**src/rtl/axi_cdc_pkg.sv**
```systemverilog
// Shared packet layouts, widths and counter helper for the AXI CDC master-side front end.
package axi_cdc_pkg;

  localparam int unsigned AR_PKT_W = 49;
  localparam int unsigned AW_PKT_W = 49;
  localparam int unsigned W_PKT_W  = 37;
  localparam int unsigned R_PKT_W  = 43;
  localparam int unsigned B_PKT_W  = 10;
  localparam int unsigned LEN_W    = 4;
  localparam int unsigned CNT_W    = 4;

  typedef struct packed {
    logic [7:0]  id;
    logic [31:0] addr;
    logic [3:0]  len;
    logic [2:0]  size;
    logic [1:0]  burst;
  } ar_pkt_t;

  typedef struct packed {
    logic [7:0]  id;
    logic [31:0] addr;
    logic [3:0]  len;
    logic [2:0]  size;
    logic [1:0]  burst;
  } aw_pkt_t;

  typedef struct packed {
    logic [7:0]  id;
    logic [31:0] data;
    logic [1:0]  resp;
    logic        last;
  } r_pkt_t;

  typedef struct packed {
    logic [31:0] data;
    logic [3:0]  strb;
    logic        last;
  } w_pkt_t;

  typedef struct packed {
    logic [7:0] id;
    logic [1:0] resp;
  } b_pkt_t;

  // Simultaneous increment and decrement leave the count unchanged.
  function automatic logic [CNT_W-1:0] cnt_next(input logic [CNT_W-1:0] c,
                                                input logic inc, input logic dec);
    case ({inc, dec})
      2'b10:   return c + 1'b1;
      2'b01:   return c - 1'b1;
      default: return c;
    endcase
  endfunction

endpackage

```
**src/rtl/axi_resp_stage.sv**
```systemverilog
// One-entry registered pop stage: drains a FIFO read side onto a valid/ready response channel.
module axi_resp_stage
  import axi_cdc_pkg::*;
#(
  parameter int unsigned W = 43
) (
  input  logic         clk,
  input  logic         rst,
  input  logic         i_fifo_not_empty,
  input  logic [W-1:0] i_fifo_data,
  output logic         o_fifo_rd_en,
  output logic         o_valid,
  input  logic         i_ready,
  output logic [W-1:0] o_pkt
);

  logic         r_valid;
  logic [W-1:0] r_pkt;
  logic         w_pop;

  // Pop whenever the holding register is free or being drained this cycle.
  assign w_pop = i_fifo_not_empty && (!r_valid || i_ready);

  always_ff @(posedge clk) begin
    if (rst) begin
      r_valid <= 1'b0;
      r_pkt   <= '0;
    end else if (w_pop) begin
      r_valid <= 1'b1;
      r_pkt   <= i_fifo_data;
    end else if (r_valid && i_ready) begin
      r_valid <= 1'b0;
    end
  end

  assign o_fifo_rd_en = w_pop;
  assign o_valid      = r_valid;
  assign o_pkt        = r_pkt;

endmodule

```
**src/rtl/axi_cdc_master_port.sv**
```systemverilog
// Fast-domain AXI master front end: feeds AR/AW/W CDC FIFOs, drains R/B FIFOs,
// limits outstanding bursts and checks WLAST against the accepted AWLEN.
module axi_cdc_master_port
  import axi_cdc_pkg::*;
#(
  parameter int unsigned MAX_RD = 8,
  parameter int unsigned MAX_WR = 8
) (
  input  logic                clk,
  input  logic                rst,
  input  logic                s_ar_valid,
  output logic                s_ar_ready,
  input  ar_pkt_t             s_ar_pkt,
  input  logic                s_aw_valid,
  output logic                s_aw_ready,
  input  aw_pkt_t             s_aw_pkt,
  input  logic                s_w_valid,
  output logic                s_w_ready,
  input  w_pkt_t              s_w_pkt,
  output logic                s_r_valid,
  input  logic                s_r_ready,
  output r_pkt_t              s_r_pkt,
  output logic                s_b_valid,
  input  logic                s_b_ready,
  output b_pkt_t              s_b_pkt,
  output logic                AR_wr_en,
  output logic [AR_PKT_W-1:0] AR_w_data,
  input  logic                AR_not_full,
  output logic                AW_wr_en,
  output logic [AW_PKT_W-1:0] AW_w_data,
  input  logic                AW_not_full,
  output logic                W_wr_en,
  output logic [W_PKT_W-1:0]  W_w_data,
  input  logic                W_not_full,
  output logic                R_rd_en,
  input  logic [R_PKT_W-1:0]  R_r_data,
  input  logic                R_not_empty,
  output logic                B_rd_en,
  input  logic [B_PKT_W-1:0]  B_r_data,
  input  logic                B_not_empty,
  output logic [CNT_W-1:0]    rd_outstanding,
  output logic [CNT_W-1:0]    wr_outstanding,
  output logic                wlast_err
);

  localparam int unsigned PTR_W = (MAX_WR > 1) ? $clog2(MAX_WR) : 1;

  function automatic logic [PTR_W-1:0] ptr_inc(input logic [PTR_W-1:0] p);
    return (p == PTR_W'(MAX_WR - 1)) ? '0 : p + 1'b1;
  endfunction

  logic [CNT_W-1:0] r_rd_cnt;
  logic [CNT_W-1:0] r_wr_cnt;
  logic [LEN_W-1:0] r_lenq [MAX_WR];
  logic [PTR_W-1:0] r_lenq_wr_ptr;
  logic [PTR_W-1:0] r_lenq_rd_ptr;
  logic [CNT_W-1:0] r_lenq_cnt;
  logic [LEN_W-1:0] r_beat_cnt;
  logic             r_wlast_err;

  logic             w_ar_hs;
  logic             w_aw_hs;
  logic             w_w_hs;
  logic             w_rd_dec;
  logic             w_wr_dec;
  logic             w_lenq_full;
  logic             w_lenq_empty;
  logic [LEN_W-1:0] w_lenq_head;
  logic             w_burst_end;
  logic             w_lenq_pop;

  // Address/data channels pass straight into the FIFO write sides.
  assign s_ar_ready = AR_not_full && (r_rd_cnt < CNT_W'(MAX_RD));
  assign w_ar_hs    = s_ar_valid && s_ar_ready;
  assign AR_wr_en   = w_ar_hs;
  assign AR_w_data  = s_ar_pkt;

  assign w_lenq_full  = (r_lenq_cnt == CNT_W'(MAX_WR));
  assign w_lenq_empty = (r_lenq_cnt == '0);

  assign s_aw_ready = AW_not_full && (r_wr_cnt < CNT_W'(MAX_WR)) && !w_lenq_full;
  assign w_aw_hs    = s_aw_valid && s_aw_ready;
  assign AW_wr_en   = w_aw_hs;
  assign AW_w_data  = s_aw_pkt;

  // W is gated on the registered queue count, so an AW in the same cycle does not open it.
  assign s_w_ready   = W_not_full && !w_lenq_empty;
  assign w_w_hs      = s_w_valid && s_w_ready;
  assign W_wr_en     = w_w_hs;
  assign W_w_data    = s_w_pkt;
  assign w_lenq_head = r_lenq[r_lenq_rd_ptr];
  assign w_burst_end = (r_beat_cnt == w_lenq_head);
  assign w_lenq_pop  = w_w_hs && w_burst_end;

  always_ff @(posedge clk) begin
    if (w_aw_hs) begin
      r_lenq[r_lenq_wr_ptr] <= s_aw_pkt.len;
    end
  end

  always_ff @(posedge clk) begin
    if (rst) begin
      r_lenq_wr_ptr <= '0;
      r_lenq_rd_ptr <= '0;
      r_lenq_cnt    <= '0;
    end else begin
      if (w_aw_hs)    r_lenq_wr_ptr <= ptr_inc(r_lenq_wr_ptr);
      if (w_lenq_pop) r_lenq_rd_ptr <= ptr_inc(r_lenq_rd_ptr);
      r_lenq_cnt <= cnt_next(r_lenq_cnt, w_aw_hs, w_lenq_pop);
    end
  end

  // Beat count, not the last bit, decides where a burst ends; disagreement is only flagged.
  always_ff @(posedge clk) begin
    if (rst) begin
      r_beat_cnt  <= '0;
      r_wlast_err <= 1'b0;
    end else if (w_w_hs) begin
      r_beat_cnt <= w_burst_end ? '0 : r_beat_cnt + 1'b1;
      if (s_w_pkt.last != w_burst_end) r_wlast_err <= 1'b1;
    end
  end

  axi_resp_stage #(.W(R_PKT_W)) u_r_stage (
    .clk              (clk),
    .rst              (rst),
    .i_fifo_not_empty (R_not_empty),
    .i_fifo_data      (R_r_data),
    .o_fifo_rd_en     (R_rd_en),
    .o_valid          (s_r_valid),
    .i_ready          (s_r_ready),
    .o_pkt            (s_r_pkt)
  );

  axi_resp_stage #(.W(B_PKT_W)) u_b_stage (
    .clk              (clk),
    .rst              (rst),
    .i_fifo_not_empty (B_not_empty),
    .i_fifo_data      (B_r_data),
    .o_fifo_rd_en     (B_rd_en),
    .o_valid          (s_b_valid),
    .i_ready          (s_b_ready),
    .o_pkt            (s_b_pkt)
  );

  assign w_rd_dec = s_r_valid && s_r_ready && s_r_pkt.last;
  assign w_wr_dec = s_b_valid && s_b_ready;

  always_ff @(posedge clk) begin
    if (rst) begin
      r_rd_cnt <= '0;
      r_wr_cnt <= '0;
    end else begin
      r_rd_cnt <= cnt_next(r_rd_cnt, w_ar_hs, w_rd_dec);
      r_wr_cnt <= cnt_next(r_wr_cnt, w_aw_hs, w_wr_dec);
    end
  end

  a_rd_no_underflow: assert property (@(posedge clk) disable iff (rst)
    !(w_rd_dec && r_rd_cnt == '0));
  a_wr_no_underflow: assert property (@(posedge clk) disable iff (rst)
    !(w_wr_dec && r_wr_cnt == '0));

  assign rd_outstanding = r_rd_cnt;
  assign wr_outstanding = r_wr_cnt;
  assign wlast_err      = r_wlast_err;

endmodule
```
**config.mk**
```make
export PLATFORM = sky130hd
export DESIGN_NAME = axi_cdc_master_port
export DESIGN_NICKNAME = d
export VERILOG_FILES = /design/src/rtl/axi_cdc_pkg.sv /design/src/rtl/axi_resp_stage.sv /design/src/rtl/axi_cdc_master_port.sv
export SDC_FILE = /design/constraint.sdc
export NUM_CORES = 1
export LEC_CHECK = 0
export CELL_PAD_IN_SITES_DETAIL_PLACEMENT = 1
export CELL_PAD_IN_SITES_GLOBAL_PLACEMENT = 1
export CORE_MARGIN = 2
export CORE_UTILIZATION = 22
export CTS_BUF_LIST = sky130_fd_sc_hd__clkbuf_2 sky130_fd_sc_hd__clkbuf_4 sky130_fd_sc_hd__clkbuf_8
export DETAILED_ROUTE_END_ITERATION = 10
export GPL_TIMING_DRIVEN = 1
export PLACE_DENSITY = 0.91
export SLEW_MARGIN = 40
export SYNTH_ARGS = -nofsm -noshare
export SYNTH_HDL_FRONTEND = slang
export SYNTH_SLANG_ARGS = --single-unit
```
**constraint.sdc**
```tcl
create_clock -name clk -period 2.97 [get_ports clk]
set_input_delay 0.891 -clock clk [delete_from_list [all_inputs] [get_ports clk]]
set_output_delay 0.891 -clock clk [all_outputs]
set_load 0.02 [all_outputs]
```
==> Yosys cells after proc, flatten, opt, wreduce, memory -nomap -nowiden <==
Memory sizes are Yosys's and may differ from the RTL's. A register that Yosys moved wholly into a read port is not among the register bits.
Index checks and enable logic that the tools add are counted.
{ "classes": {"n_div": 0, "bitwise_logic": 0, "reduce_logical": 26, "shifts": 0, "order_cmp": 2, "eq_ne": 11, "add_sub_neg": 9, "mux": 14, "multipliers": 0} }
{ "ops": {"columns": ["cell", "n"], "rows": [
  ["one-hot mux 4 bit (2 select lines)", 3],
  ["adder 4 x 1 -> 4 bit, second input constant", 4],
  ["logical AND 1 bit", 13],
  ["two-way mux 3 bit", 4],
  ["subtractor 4 x 1 -> 4 bit, second input constant", 3],
  ["nonzero test 2 bit", 5],
  ["< comparator 4 bit, second input constant", 2],
  ["adder 3 x 1 -> 3 bit, second input constant", 2],
  ["== test 2 x 1 -> 1 bit, second input constant", 3],
  ["== test 2 bit, second input constant", 3],
  ["== test 3 bit, second input constant", 2],
  ["two-way mux 1 bit", 6],
  ["== test 4 bit", 1],
  ["== test 4 bit, second input constant", 1],
  ["zero test 1 bit", 4],
  ["zero test 4 bit", 1],
  ["two-way mux 4 bit", 1],
  ["logical OR 1 bit", 2],
  ["AND reduction 2 bit", 1],
  ["!= test 1 bit", 1]
]} }
{ "totals": {"ff_bits": 78, "latch_bits": 0, "inputBits": 200, "mem_bits_rw": 32, "mem_bits_ro": 0, "word_cells": 74, "memories": 1, "out_inout_bits": 207} }
{ "memory_table": {"columns": ["name", "words", "word_bits", "read_ports", "rd_ports_with_merged_regs", "wr", "line", "text"], "rows": [
  ["r_lenq", 8, 4, 1, 1, 1, "axi_cdc_master_port.sv:54", "logic [LEN_W-1:0] r_lenq [MAX_WR];"]
]} }

==> Depth between registers and ports, before layout <==
Gate-level depths: netlist of run 1.
{ "depth": {"depth_word": 7, "ltp_mapped": 14, "ltp_nobuf": 12} }

==> Hierarchy <==
Synthesis of run 1 repeated with hierarchy kept, for this count alone.
{ "unflattened": {"hier_cells": 594, "hier_area_um2": 6200.9} }
{ "by_module_without_submodules": {"columns": ["mod", "seq_area_each_um2", "n_inst", "area_per_inst_um2", "cells_per_inst"], "rows": [
  ["axi_cdc_master_port", 1481.4, 1, 3691.0, 355],
  ["axi_resp_stage at u_r_stage", 880.8, 1, 2005.7, 191],
  ["axi_resp_stage at u_b_stage", 220.2, 1, 504.2, 48]
]} }

==> Worst setup path after synthesis of run 1 <==
OpenSTA, ideal clock, no wires.
{ "synth_timing": {"path_type": "in2reg", "start": "input AW_not_full", "end": "register r_wr_cnt[3], in the netlist wr_outstanding[3]", "cell_stages": 11, "slack_ns": -0.120, "setup_ns": 0.070, "arrival_ns": 3.020, "cell_sequence": "nand2b_1 a21oi_1 nand2_1 clkbuf_1 ha_1 ha_1 a21o_1 a21oi_1 xnor2_1 or3_1 a21oi_1"} }
{ "synth_between": {"elab_chain_len": 5, "word_cells_on_any_way": 7} }
{ "synth_rtl": {"columns": ["element", "line", "text"], "rows": [
  ["from (decl)", "axi_cdc_master_port.sv:31", "input logic AW_not_full,"],
  ["logical AND 1 bit * (2 in a row)", "axi_cdc_master_port.sv:81", "assign s_aw_ready = AW_not_full && (r_wr_cnt < CNT_W'(MAX_WR)) && !w_lenq_full;"],
  ["net s_aw_ready", "axi_cdc_master_port.sv:15", "output logic s_aw_ready,"],
  ["logical AND 1 bit *", "axi_cdc_master_port.sv:82", "assign w_aw_hs = s_aw_valid && s_aw_ready;"],
  ["== test 2 x 1 -> 1 bit / == test 2 bit (equally long branches)", "axi_cdc_pkg.sv:49", "case ({inc, dec})"],
  ["one-hot mux 4 bit (2 select lines) / nonzero test 2 bit (equally long branches)", null, null],
  ["to (signal assigned)", "axi_cdc_master_port.sv:155", "r_wr_cnt <= cnt_next(r_wr_cnt, w_aw_hs, w_wr_dec);"],
  ["to (decl)", "axi_cdc_master_port.sv:53", "logic [CNT_W-1:0] r_wr_cnt;"]
]} }
Mark *: on every way through the listed nets, which the timed path passes. The rest lies on a longest branch.
A chain may end at the register's enable or synchronous reset.

==> summary.log, run 1 <==
qor: power_and_ir_drop.power_per_cell_area 532.6 nW/µm²
qor: setup_path.timing.critical_path.required 3.33 ns
qor: global_routing.globalRoute.totalOverflow 0
qor: power_and_ir_drop.static-leakage-power 2.643 nW
qor: route.routed-via-count 4157
qor: global_routing.grt_antenna_before_repair 0
qor: route.drtIter0Drc 129
qor: sta.max_clock_freq 319.0 MHz
qor: global_routing.grt_first_pass_wirelength 23410 µm
qor: clock_network.ctsLongestPathBuffers 2
qor: clock_network.cts_root_buf clkbuf_8
qor: final_layout.antennaDiodeCount 0
qor: placement.pre_cts_slack -0.4594 ns
qor: floorplan.die-width 163.1 µm
qor: yosys.post_synthesis_sequential_element_count 113
qor: route.route.detailed.drc 0
qor: floorplan.start_util 22.24%
qor: clock_network.cts_max_level 4
qor: floorplan.placementRows 58
qor: sta.tightestPinTransition 0.6163 ns
qor: route.drt-wirelength-per-cell 16.26 µm
qor: final_layout.filler_cell_count 2911
qor: yosys.synthesized_netlist_net_count 812
qor: placement.place.port_buffers 146
qor: flow_run.drv.max_cap_violation_count 0
qor: route.detail-route-antenna-nets 0
qor: setup_path.criticalPathCategory flip-flop to flip-flop
qor: sta.setup_repair_after_global_routing_missed_its_margin true
qor: final_layout.ff_latch_area 2586 µm²
qor: route.wl 16050 µm
qor: final_layout.area_used_by_multi_input_combinational_logic 1874 µm²
qor: yosys.ys_async_sr_fraction 0%
qor: clock_network.cts_num_sinks 113
qor: sta.finalHoldViolations 0
qor: setup_path.start_kind flip-flop
qor: clock_network.cts-buffers-inserted 17
qor: yosys.yosys_most_used_dff dfxtp_1
qor: sta.setup_viol 2
qor: yosys.synth_enable_flop_cells 32
qor: final_layout.layout_cell_share_with_drive_strength_beyond_1 14.46%
qor: route.detailedRoute.firstPassIterationCount 4
qor: min_path.hold_class flip-flop to flip-flop
qor: global_routing.grt.total_usage 11.59%
qor: sta.fin_crit 3.135 ns
qor: setup_path.worstPathMaxFanout 8
qor: yosys.synthCells 596
qor: global_routing.vias_in_the_first_global_route 4315
qor: run_status.run_status finished, violations left
qor: power_and_ir_drop.irDropWorstVdd 0.0002395 V
qor: sta.slew_viol_final 0
qor: setup_path.end_kind flip-flop
qor: clock_network.clock_latency 0.44 ns
qor: clock_network.tritoncts done
qor: route.vias_per_cell 4.212
qor: yosys.synth_cell_type_count 38
qor: yosys.synth_area 5568 µm²
qor: final_layout.layout_common_cells clkdlybuf4s50_1, nand2_1, dfxtp_1, a21oi_1, buf_4
qor: sta.total_negative_slack_for_setup_checks -0.2465 ns
qor: final_layout.layout.nets 860
qor: placement.globalplace.congestion 0.7219
qor: setup_path.data_arrival_time_of_the_critical_path 3.50 ns
qor: final_layout.area_delta_synth_final 27.84%
qor: placement.dpl.hpwl 11630 µm
qor: yosys.yosysSeqAreaShare 46.38%
qor: floorplan.number_of_top_level_pins 407
qor: floorplan.floorplan.core_area 25040 µm²
qor: sta.timing.final.ws_setup -0.1653 ns
qor: clock_network.clkSlewWorstSetupHoldPaths 0.08 ns
qor: yosys.ys.warnings.count 0
qor: floorplan.die_y 163.1 µm
qor: clock_network.cts_hold_buf 0
qor: sta.finalCritPeriodShare 105.6%
qor: yosys.syn-mean-instance-area 9.342 µm²
qor: floorplan.fp.dieArea 26600 µm²
qor: setup_path.setup.reg_to_reg.worst_slack -0.17 ns
qor: global_routing.pin_count_of_the_biggest_net_entering_global_routing 44
qor: final_layout.final_common_cell clkdlybuf4s50_1
qor: sta.slew-limit-headroom 58.92%
qor: sta.worst_clock_skew 0.02003 ns
qor: run_status.violations negative setup slack
## worst paths after layout
| check | startpoint | endpoint | cells past startpoint |
|---|---|---|---|
| worst max-delay path | flip-flop | r_lenq_cnt[3] | 13 |
| worst max register to register | flip-flop | r_lenq_cnt[3] | 13 |
| worst min register to register | u_r_stage.o_pkt[3] | u_r_stage.o_pkt[3] | 2 |
| worst min-delay path | u_r_stage.o_pkt[3] | u_r_stage.o_pkt[3] | 2 |
## area by class of cell
cell class	count	share of cell area [%]
multi-input combinational	311	26.33
inverter	13	0.6855
sequential	113	36.33
clock inverter	15	2.549
clock buffer	17	3.287
tap	330	5.801
timing repair buffer	188	25.01
## worst max-delay path: stages, from the launching register on
cell and delay, ns:
dfxtp_4 0.37, buf_12 0.15, mux2i_2 0.16, mux4_2 0.50, xor2_2 0.19, nand4_1 0.19
nor2_4 0.23, buf_4 0.15, ha_4 0.14, nor2b_1 0.15, a21oi_1 0.07, o32a_1 0.30
or3_1 0.34, a21oi_2 0.13
## stage by stage
| step | power [W] | cell area (µm²) | utilization (%) | hold WS, ns | std cells |
|---|---|---|---|---|---|
| after global routing | 0.003982 | 7118 | 28.43 | 0.4783 | 987 |
| final | 0.003791 | 7118 | 28.43 | 0.4566 | 987 |
| after CTS | 0.003875 | 7062 | 28.21 | 0.4597 | 986 |
| after floorplan | 0.002201 | 5574 | - | 0.4717 | 596 |
| after global placement | 0.002222 | 6599 | 26.36 | 0.4409 | 949 |
| after detailed placement | 0.002242 | 6599 | 26.36 | 0.4495 | 949 |
## metal layers
layer	global-route usage (%)	share of wire, %
met5	0	0
met4	8.809	5.5
met3	4.749	7.8
met2	18.91	49
met1	11.91	37
## kinds of logic (layout without fill, tap and decap cells)
kind of cell / count (synthesis) / count (layout) / share of synthesized area, %
DFF: 113 / 113 / 46.38
adders and majority gates: 16 / 16 / 3.865
and+or+nand+nor: 171 / 171 / 13.30
AOI/OAI and AO/OA: 88 / 88 / 8.292
muxes: 21 / 21 / 4.674
buffers and inverters: 172 / 233 / 21.12
xor gates and xnor gates: 15 / 15 / 2.360
## power breakdown
part / switching, W / leakage (nW) / total (W) / internal (W)
Sequential: 0.0000410 / 0.953 / 0.00168 / 0.00164
Clock: 0.000749 / 0.206 / 0.00159 / 0.000842
Combinational: 0.000260 / 1.48 / 0.000518 / 0.000258
## synthesized netlist by cell type (3+ instances only)
library cell,number,share of area (%)
buf_4,135,18
nand2_1,118,8.0
dfxtp_1,81,29
a21oi_1,75,6.7
edfxtp_1,32,17
clkbuf_1,20,1.3
mux2i_1,17,3.1
nor2_1,16,1.1
ha_1,14,3.1
xor2_1,13,2.0
inv_1,12,0.81
o21ai_0,7,0.63
nor3_1,6,0.54
or3_1,5,0.56
mux4_2,4,1.6
nand2b_1,4,0.45
nand3_1,4,0.36
nor2b_1,4,0.45
nor3b_1,3,0.40
## flip-flops by register name, indices dropped and copies added (netlist names), named ones only
name / cells
wlast_err: 1
u_r_stage.o_valid: 1
r_lenq_cnt: 4
rd_outstanding: 4
wr_outstanding: 4
r_lenq_wr_ptr: 3
u_b_stage.o_valid: 1
u_r_stage.o_pkt: 43
r_beat_cnt: 4
r_lenq_rd_ptr: 3
u_b_stage.o_pkt: 10
r_lenq: 32
## what timing repair did
action / CTS / global route
buffers inserted: 5 / 2
setup endpoints to repair: 11 / 11
pin swaps: 0 / 4
resized for setup: 16 / 15
cloned: 0 / 1
(Power assumes the default switching activity.)
==> run 2: changes to the inputs <==
--- a/config.mk
+++ b/config.mk
@@ -12,6 +12,7 @@
 export CTS_BUF_LIST = sky130_fd_sc_hd__clkbuf_2 sky130_fd_sc_hd__clkbuf_4 sky130_fd_sc_hd__clkbuf_8
 export DETAILED_ROUTE_END_ITERATION = 10
 export GPL_TIMING_DRIVEN = 1
+export MAX_ROUTING_LAYER = met4
 export PLACE_DENSITY = 0.91
 export SLEW_MARGIN = 40
 export SYNTH_ARGS = -nofsm -noshare
==> summary.log, run 2 (same netlist as run 1, synthesis figures left out) <==
qor: route.detailedRoute.firstPassIterationCount 4
qor: route.detail-route-antenna-nets 0
qor: sta.fin_crit 3.125 ns
qor: route.routed-via-count 4131
qor: final_layout.layout_common_cells clkdlybuf4s50_1, nand2_1, dfxtp_1, a21oi_1, buf_4
qor: final_layout.layout.nets 860
qor: route.vias_per_cell 4.185
qor: clock_network.cts_num_sinks 113
qor: power_and_ir_drop.power_per_cell_area 532.5 nW/µm²
qor: setup_path.worstPathMaxFanout 8
qor: final_layout.finish.utilization 28.43%
qor: sta.setup_repair_after_global_routing_missed_its_margin true
qor: placement.pre_cts_slack -0.4594 ns
qor: route.drtIter0Drc 123
qor: clock_network.cts_hold_buf 0
qor: setup_path.start_kind flip-flop
qor: final_layout.largest_register_ffs 43
qor: sta.slew_viol_final 0
qor: sta.finalHoldViolations 0
qor: global_routing.grt.total_usage 11.93%
qor: floorplan.number_of_top_level_pins 407
qor: route.route.detailed.drc 0
qor: placement.globalplace.congestion 0.7304
qor: final_layout.final_cell_count_no_fill 987
qor: sta.tightestPinTransition 0.6154 ns
qor: global_routing.grt_first_pass_wirelength 23350 µm
qor: placement.dpl.hpwl 11630 µm
qor: setup_path.end_kind flip-flop
qor: global_routing.vias_in_the_first_global_route 4317
qor: power_and_ir_drop.irDropWorstVdd 0.0002396 V
qor: clock_network.cts_max_level 4
qor: global_routing.pin_count_of_the_biggest_net_entering_global_routing 44
qor: power_and_ir_drop.static-leakage-power 2.643 nW
qor: sta.max_clock_freq 320.0 MHz
qor: clock_network.ctsLongestPathBuffers 2
qor: floorplan.floorplan.core_area 25040 µm²
qor: floorplan.placementRows 58
qor: route.drt-wirelength-per-cell 16.27 µm
qor: final_layout.final_common_cell clkdlybuf4s50_1
qor: floorplan.start_util 22.24%
qor: final_layout.area_delta_synth_final 27.84%
qor: global_routing.globalRoute.totalOverflow 0
qor: final_layout.antennaDiodeCount 0
qor: final_layout.layout_cell_share_with_drive_strength_beyond_1 14.46%
qor: placement.place.port_buffers 146
qor: floorplan.die_y 163.1 µm
qor: sta.timing.final.ws_setup -0.1549 ns
qor: sta.setup_viol 2
qor: run_status.run_status finished, violations left
qor: clock_network.clkSlewWorstSetupHoldPaths 0.08 ns
qor: setup_path.setup.reg_to_reg.worst_slack -0.15 ns
qor: clock_network.cts-buffers-inserted 17
qor: setup_path.timing.critical_path.required 3.33 ns
qor: sta.finalCritPeriodShare 105.2%
qor: setup_path.crit-reg2reg-capture r_lenq_cnt[3]
qor: min_path.hold_start u_r_stage.o_pkt[3]
qor: flow_run.drv.max_cap_violation_count 0
qor: route.wl 16060 µm
qor: clock_network.clock_latency 0.43 ns
qor: setup_path.r2r_cells 13
qor: floorplan.die-width 163.1 µm
qor: run_status.violations negative setup slack
qor: clock_network.tritoncts done
qor: min_path.min_delay_path_depth 2
qor: sta.slew-limit-headroom 58.98%
qor: power_and_ir_drop.post-layout-total-power 0.003791 W
qor: clock_network.cts_root_buf clkbuf_8
qor: placement.number_of_placed_instances_taps_included 949
qor: setup_path.data_arrival_time_of_the_critical_path 3.49 ns
qor: min_path.hold_class flip-flop to flip-flop
qor: sta.fin_hold_ws 0.4566 ns
qor: global_routing.grt_antenna_before_repair 0
qor: min_path.min_to u_r_stage.o_pkt[3]
qor: floorplan.fp.dieArea 26600 µm²
qor: sta.worst_clock_skew 0.01979 ns
qor: setup_path.criticalPathCategory flip-flop to flip-flop
==> run 2: cell counts in the layout (fill, tap and decap cells not counted) <==
Identical to the previous run, type by type.
==> run 2: worst max path at each step <==
stage                         start            end  slack (ns)  depth (start not counted)
after global placement    s_b_ready        B_rd_en       -0.41                          5
after global routing      flip-flop  r_lenq_cnt[3]       -0.27                         13
after floorplan           flip-flop  r_lenq_cnt[2]        0.02                         14
after detailed placement  s_b_ready        B_rd_en       -0.46                          5
after CTS                 flip-flop  r_lenq_cnt[2]       -0.07                         13
final                     flip-flop  r_lenq_cnt[3]       -0.15                         13
==> run 2: power by group <==
group / internal [W] / leakage [nW] / switching [W]
combinational: 0.000258 / 1.48 / 0.000261
clock: 0.000842 / 0.206 / 0.000748
sequential: 0.00164 / 0.953 / 0.0000410
==> run 2: worst max-delay path: stages (launching register included) <==
cell and delay [ns]:
dfxtp_4 0.37, buf_12 0.14, mux2i_2 0.16, mux4_2 0.50
xor2_2 0.19, nand4_1 0.19, nor2_4 0.22, buf_4 0.15
ha_4 0.14, nor2b_1 0.15, a21oi_1 0.07, o32a_1 0.30
or3_1 0.34, a21oi_2 0.12
==> run 2: per-layer routing <==
metal  global-route usage [%]  up-vias  part of all wire [%]
met5                        -        -                     0
met4                    8.729        0                   5.5
met3                    4.368       81                   7.6
met2                    18.95      153                    49
met1                    12.14     1959                    38
li1                         -     1938                     -
==> run 2: cell type report <==
class                   count  area, µm²
fillers                  2911      17920
flip-flops and latches    113       2586
multi-input cells         311       1874
repair buffers            188       1780
well taps                 330      412.9
clock buffers              17      234.0
clock inverters            15      181.4
inverters                  13      48.80
==> run 2: repair_timing <==
| action | CTS | global route |
|---|---|---|
| cloned | 0 | 1 |
| resized for setup | 16 | 15 |
| endpoints found under the setup margin | 11 | 11 |
| setup buffers | 5 | 2 |
| pin swaps | 0 | 4 |
==> run 2: metrics by stage <==
stage / cell area, µm² / setup TNS, ns
2_1_floorplan: 5574 / 0
3_3_place_gp: 6599 / -2.364
3_5_place_dp: 6599 / -3.206
4_1_cts: 7062 / -0.1826
5_1_grt: 7118 / -0.4729
6_report: 7118 / -0.2329
==> run 3: changes to the inputs <==
==> constraint.sdc (replaced) <==
create_clock -name clk -period 2.97 [get_ports clk]
set_input_delay 0.891 -clock clk [delete_from_list [all_inputs] [get_ports clk]]
set_output_delay 0.891 -clock clk [all_outputs]
set_load 0.05 [all_outputs]
==> summary.log, run 3 (same netlist as run 1, synthesis figures left out) <==
qor: final_layout.ff_latch_area 2586 µm²
qor: setup_path.timing.critical_path.cells clkbuf_16, mux2i_2, mux4_2, xor2_2, nand4_1, nor2_4, ha_4, xor2_2, ha_2, a21oi_1, xor2_1, or3_1, a21oi_2
qor: run_status.violations negative setup slack
qor: setup_path.timing.critical_path.required 3.33 ns
qor: setup_path.worstPathMaxFanout 8
qor: floorplan.start_util 22.24%
qor: sta.timing.final.ws_setup -0.3049 ns
qor: clock_network.cts_max_level 4
qor: final_layout.antennaDiodeCount 0
qor: setup_path.start_kind flip-flop
qor: sta.setup_viol 2
qor: clock_network.clock_latency 0.43 ns
qor: global_routing.pin_count_of_the_biggest_net_entering_global_routing 57
qor: sta.setup_repair_after_global_routing_missed_its_margin true
qor: setup_path.criticalPathCategory flip-flop to flip-flop
qor: setup_path.most_used_cell_along_the_critical_path xor2_2
qor: setup_path.worst_path_dominant_cell_family simple AND/OR/NAND/NOR gates
qor: flow_run.drv.max_cap_violation_count 0
qor: sta.fin_hold_ws 0.4560 ns
qor: setup_path.crit_path_max_incr_delay 0.52 ns
qor: sta.tightestPinTransition 0.5637 ns
qor: min_path.hold_class flip-flop to flip-flop
qor: global_routing.globalRoute.totalOverflow 0
qor: final_layout.filler_cell_count 2863
qor: placement.dpl.hpwl 11830 µm
qor: run_status.run_status finished, violations left
qor: sta.slew-limit-headroom 62.30%
qor: global_routing.grt.total_usage 12.22%
qor: setup_path.cpMaxStageDelayCell mux4_2
qor: sta.slew_viol_final 0
qor: clock_network.cts_num_sinks 113
qor: floorplan.die-width 163.1 µm
qor: final_layout.layout_common_cells clkdlybuf4s50_1, nand2_1, dfxtp_1, a21oi_1, buf_4
qor: sta.finalCritPeriodShare 110.3%
qor: placement.pre_cts_slack -0.2145 ns
qor: final_layout.layout.nets 854
qor: placement.globalplace.congestion 0.7599
qor: floorplan.fp.dieArea 26600 µm²
qor: floorplan.floorplan.core_area 25040 µm²
qor: floorplan.placementRows 58
qor: floorplan.die_y 163.1 µm
qor: global_routing.grt_first_pass_wirelength 23770 µm
qor: final_layout.layout_cell_share_with_drive_strength_beyond_1 16.44%
qor: power_and_ir_drop.static-leakage-power 2.638 nW
qor: clock_network.tritoncts done
qor: setup_path.path_buf_inv 1
qor: route.detailedRoute.firstPassIterationCount 4
qor: sta.fin_crit 3.275 ns
qor: setup_path.end_kind flip-flop
qor: final_layout.finish.utilization 28.76%
qor: route.drt-wirelength-per-cell 16.51 µm
qor: route.routed-via-count 4102
qor: route.wl 16200 µm
qor: floorplan.number_of_top_level_pins 407
qor: power_and_ir_drop.irDropWorstVdd 0.0001919 V
qor: clock_network.ctsLongestPathBuffers 2
qor: final_layout.area_delta_synth_final 29.33%
qor: sta.total_negative_slack_for_setup_checks -0.5685 ns
qor: sta.max_clock_freq 305.3 MHz
qor: clock_network.cts_root_buf clkbuf_8
qor: clock_network.clkSlewWorstSetupHoldPaths 0.08 ns
qor: global_routing.vias_in_the_first_global_route 4337
qor: clock_network.cts-buffers-inserted 17
qor: sta.finalHoldViolations 0
qor: final_layout.final_common_cell clkdlybuf4s50_1
qor: route.drtIter0Drc 163
qor: final_layout.largest_register_ffs 43
qor: placement.place.port_buffers 146
qor: setup_path.data_arrival_time_of_the_critical_path 3.63 ns
qor: sta.worst_clock_skew 0.01567 ns
qor: route.route.detailed.drc 0
qor: global_routing.grt_antenna_before_repair 0
qor: route.vias_per_cell 4.181
qor: route.detail-route-antenna-nets 0
qor: power_and_ir_drop.power_per_cell_area 514.7 nW/µm²
qor: final_layout.area_used_by_multi_input_combinational_logic 1909 µm²
qor: min_path.hold_start u_r_stage.o_pkt[15]
[run 3: cell types whose count changed in the layout (fill, tap and decap cells not counted), sizes merged, moves of 2 or more]
cell / previous run / this run
buf: 43 / 50
dlygate4sd2: 5 / 0
inv: 18 / 16
clkinvlp: 2 / 5
bufinv: 3 / 0
clkdlybuf4s50: 136 / 131
[run 3: repair_timing]
| item | in CTS | in global routing |
|---|---|---|
| setup buffers | 1 | 1 |
| cloned | 0 | 1 |
| pin swaps | 2 | 5 |
| resized for setup | 4 | 16 |
| setup endpoints to repair | 3 | 5 |
| hold buffers | 0 | 0 |
[run 3: final timing paths]
check | to | slack, ns | depth (start not counted)
max | r_lenq_cnt[2] | -0.30 | 13
min | u_r_stage.o_pkt[15] | 0.46 | 2
max reg2reg | r_lenq_cnt[2] | -0.30 | 13
min reg2reg | u_r_stage.o_pkt[15] | 0.46 | 2
[run 3: power breakdown]
| part | leakage [nW] | switching, W | internal (W) | total [W] |
|---|---|---|---|---|
| logic | 1.52 | 0.000408 | 0.000283 | 0.000692 |
| clock network | 0.166 | 0.000725 | 0.000607 | 0.00133 |
| registers | 0.953 | 0.0000413 | 0.00164 | 0.00168 |
| total | 2.64 | 0.00117 | 0.00253 | 0.00371 |
[run 3: final cells by class]
class / instances / area share, %
clock inverter: 14 / 1.494
inverter: 13 / 0.6777
tap: 330 / 5.734
multi-input combinational: 311 / 26.52
clock buffer: 18 / 3.440
sequential: 113 / 35.92
timing repair buffer: 182 / 26.22
[run 3: metal layers]
metal / routed length (µm) / vias up / share of wire [%] / GRT usage (%)
li1: - / 1919 / - / -
met1: 5975 / 1943 / 37 / 12.45
met2: 7998 / 162 / 49 / 19.53
met3: 1325 / 78 / 8.2 / 4.647
met4: 900 / 0 / 5.6 / 8.327
met5: 0 / - / 0 / -
[run 3: worst min-delay path: stages, from the launching register on]
cell,delay [ns]
dfxtp_1,0.31
nand2_1,0.05
a21oi_1,0.05
[run 3: stage by stage]
step / cell area, µm² / power, W / std cells
floorplan: 5585 / 0.002557 / 596
global placement: 6715 / 0.002388 / 946
detailed placement: 6715 / 0.002407 / 946
CTS: 7097 / 0.003781 / 979
global route: 7201 / 0.003886 / 981
finish: 7201 / 0.003706 / 981
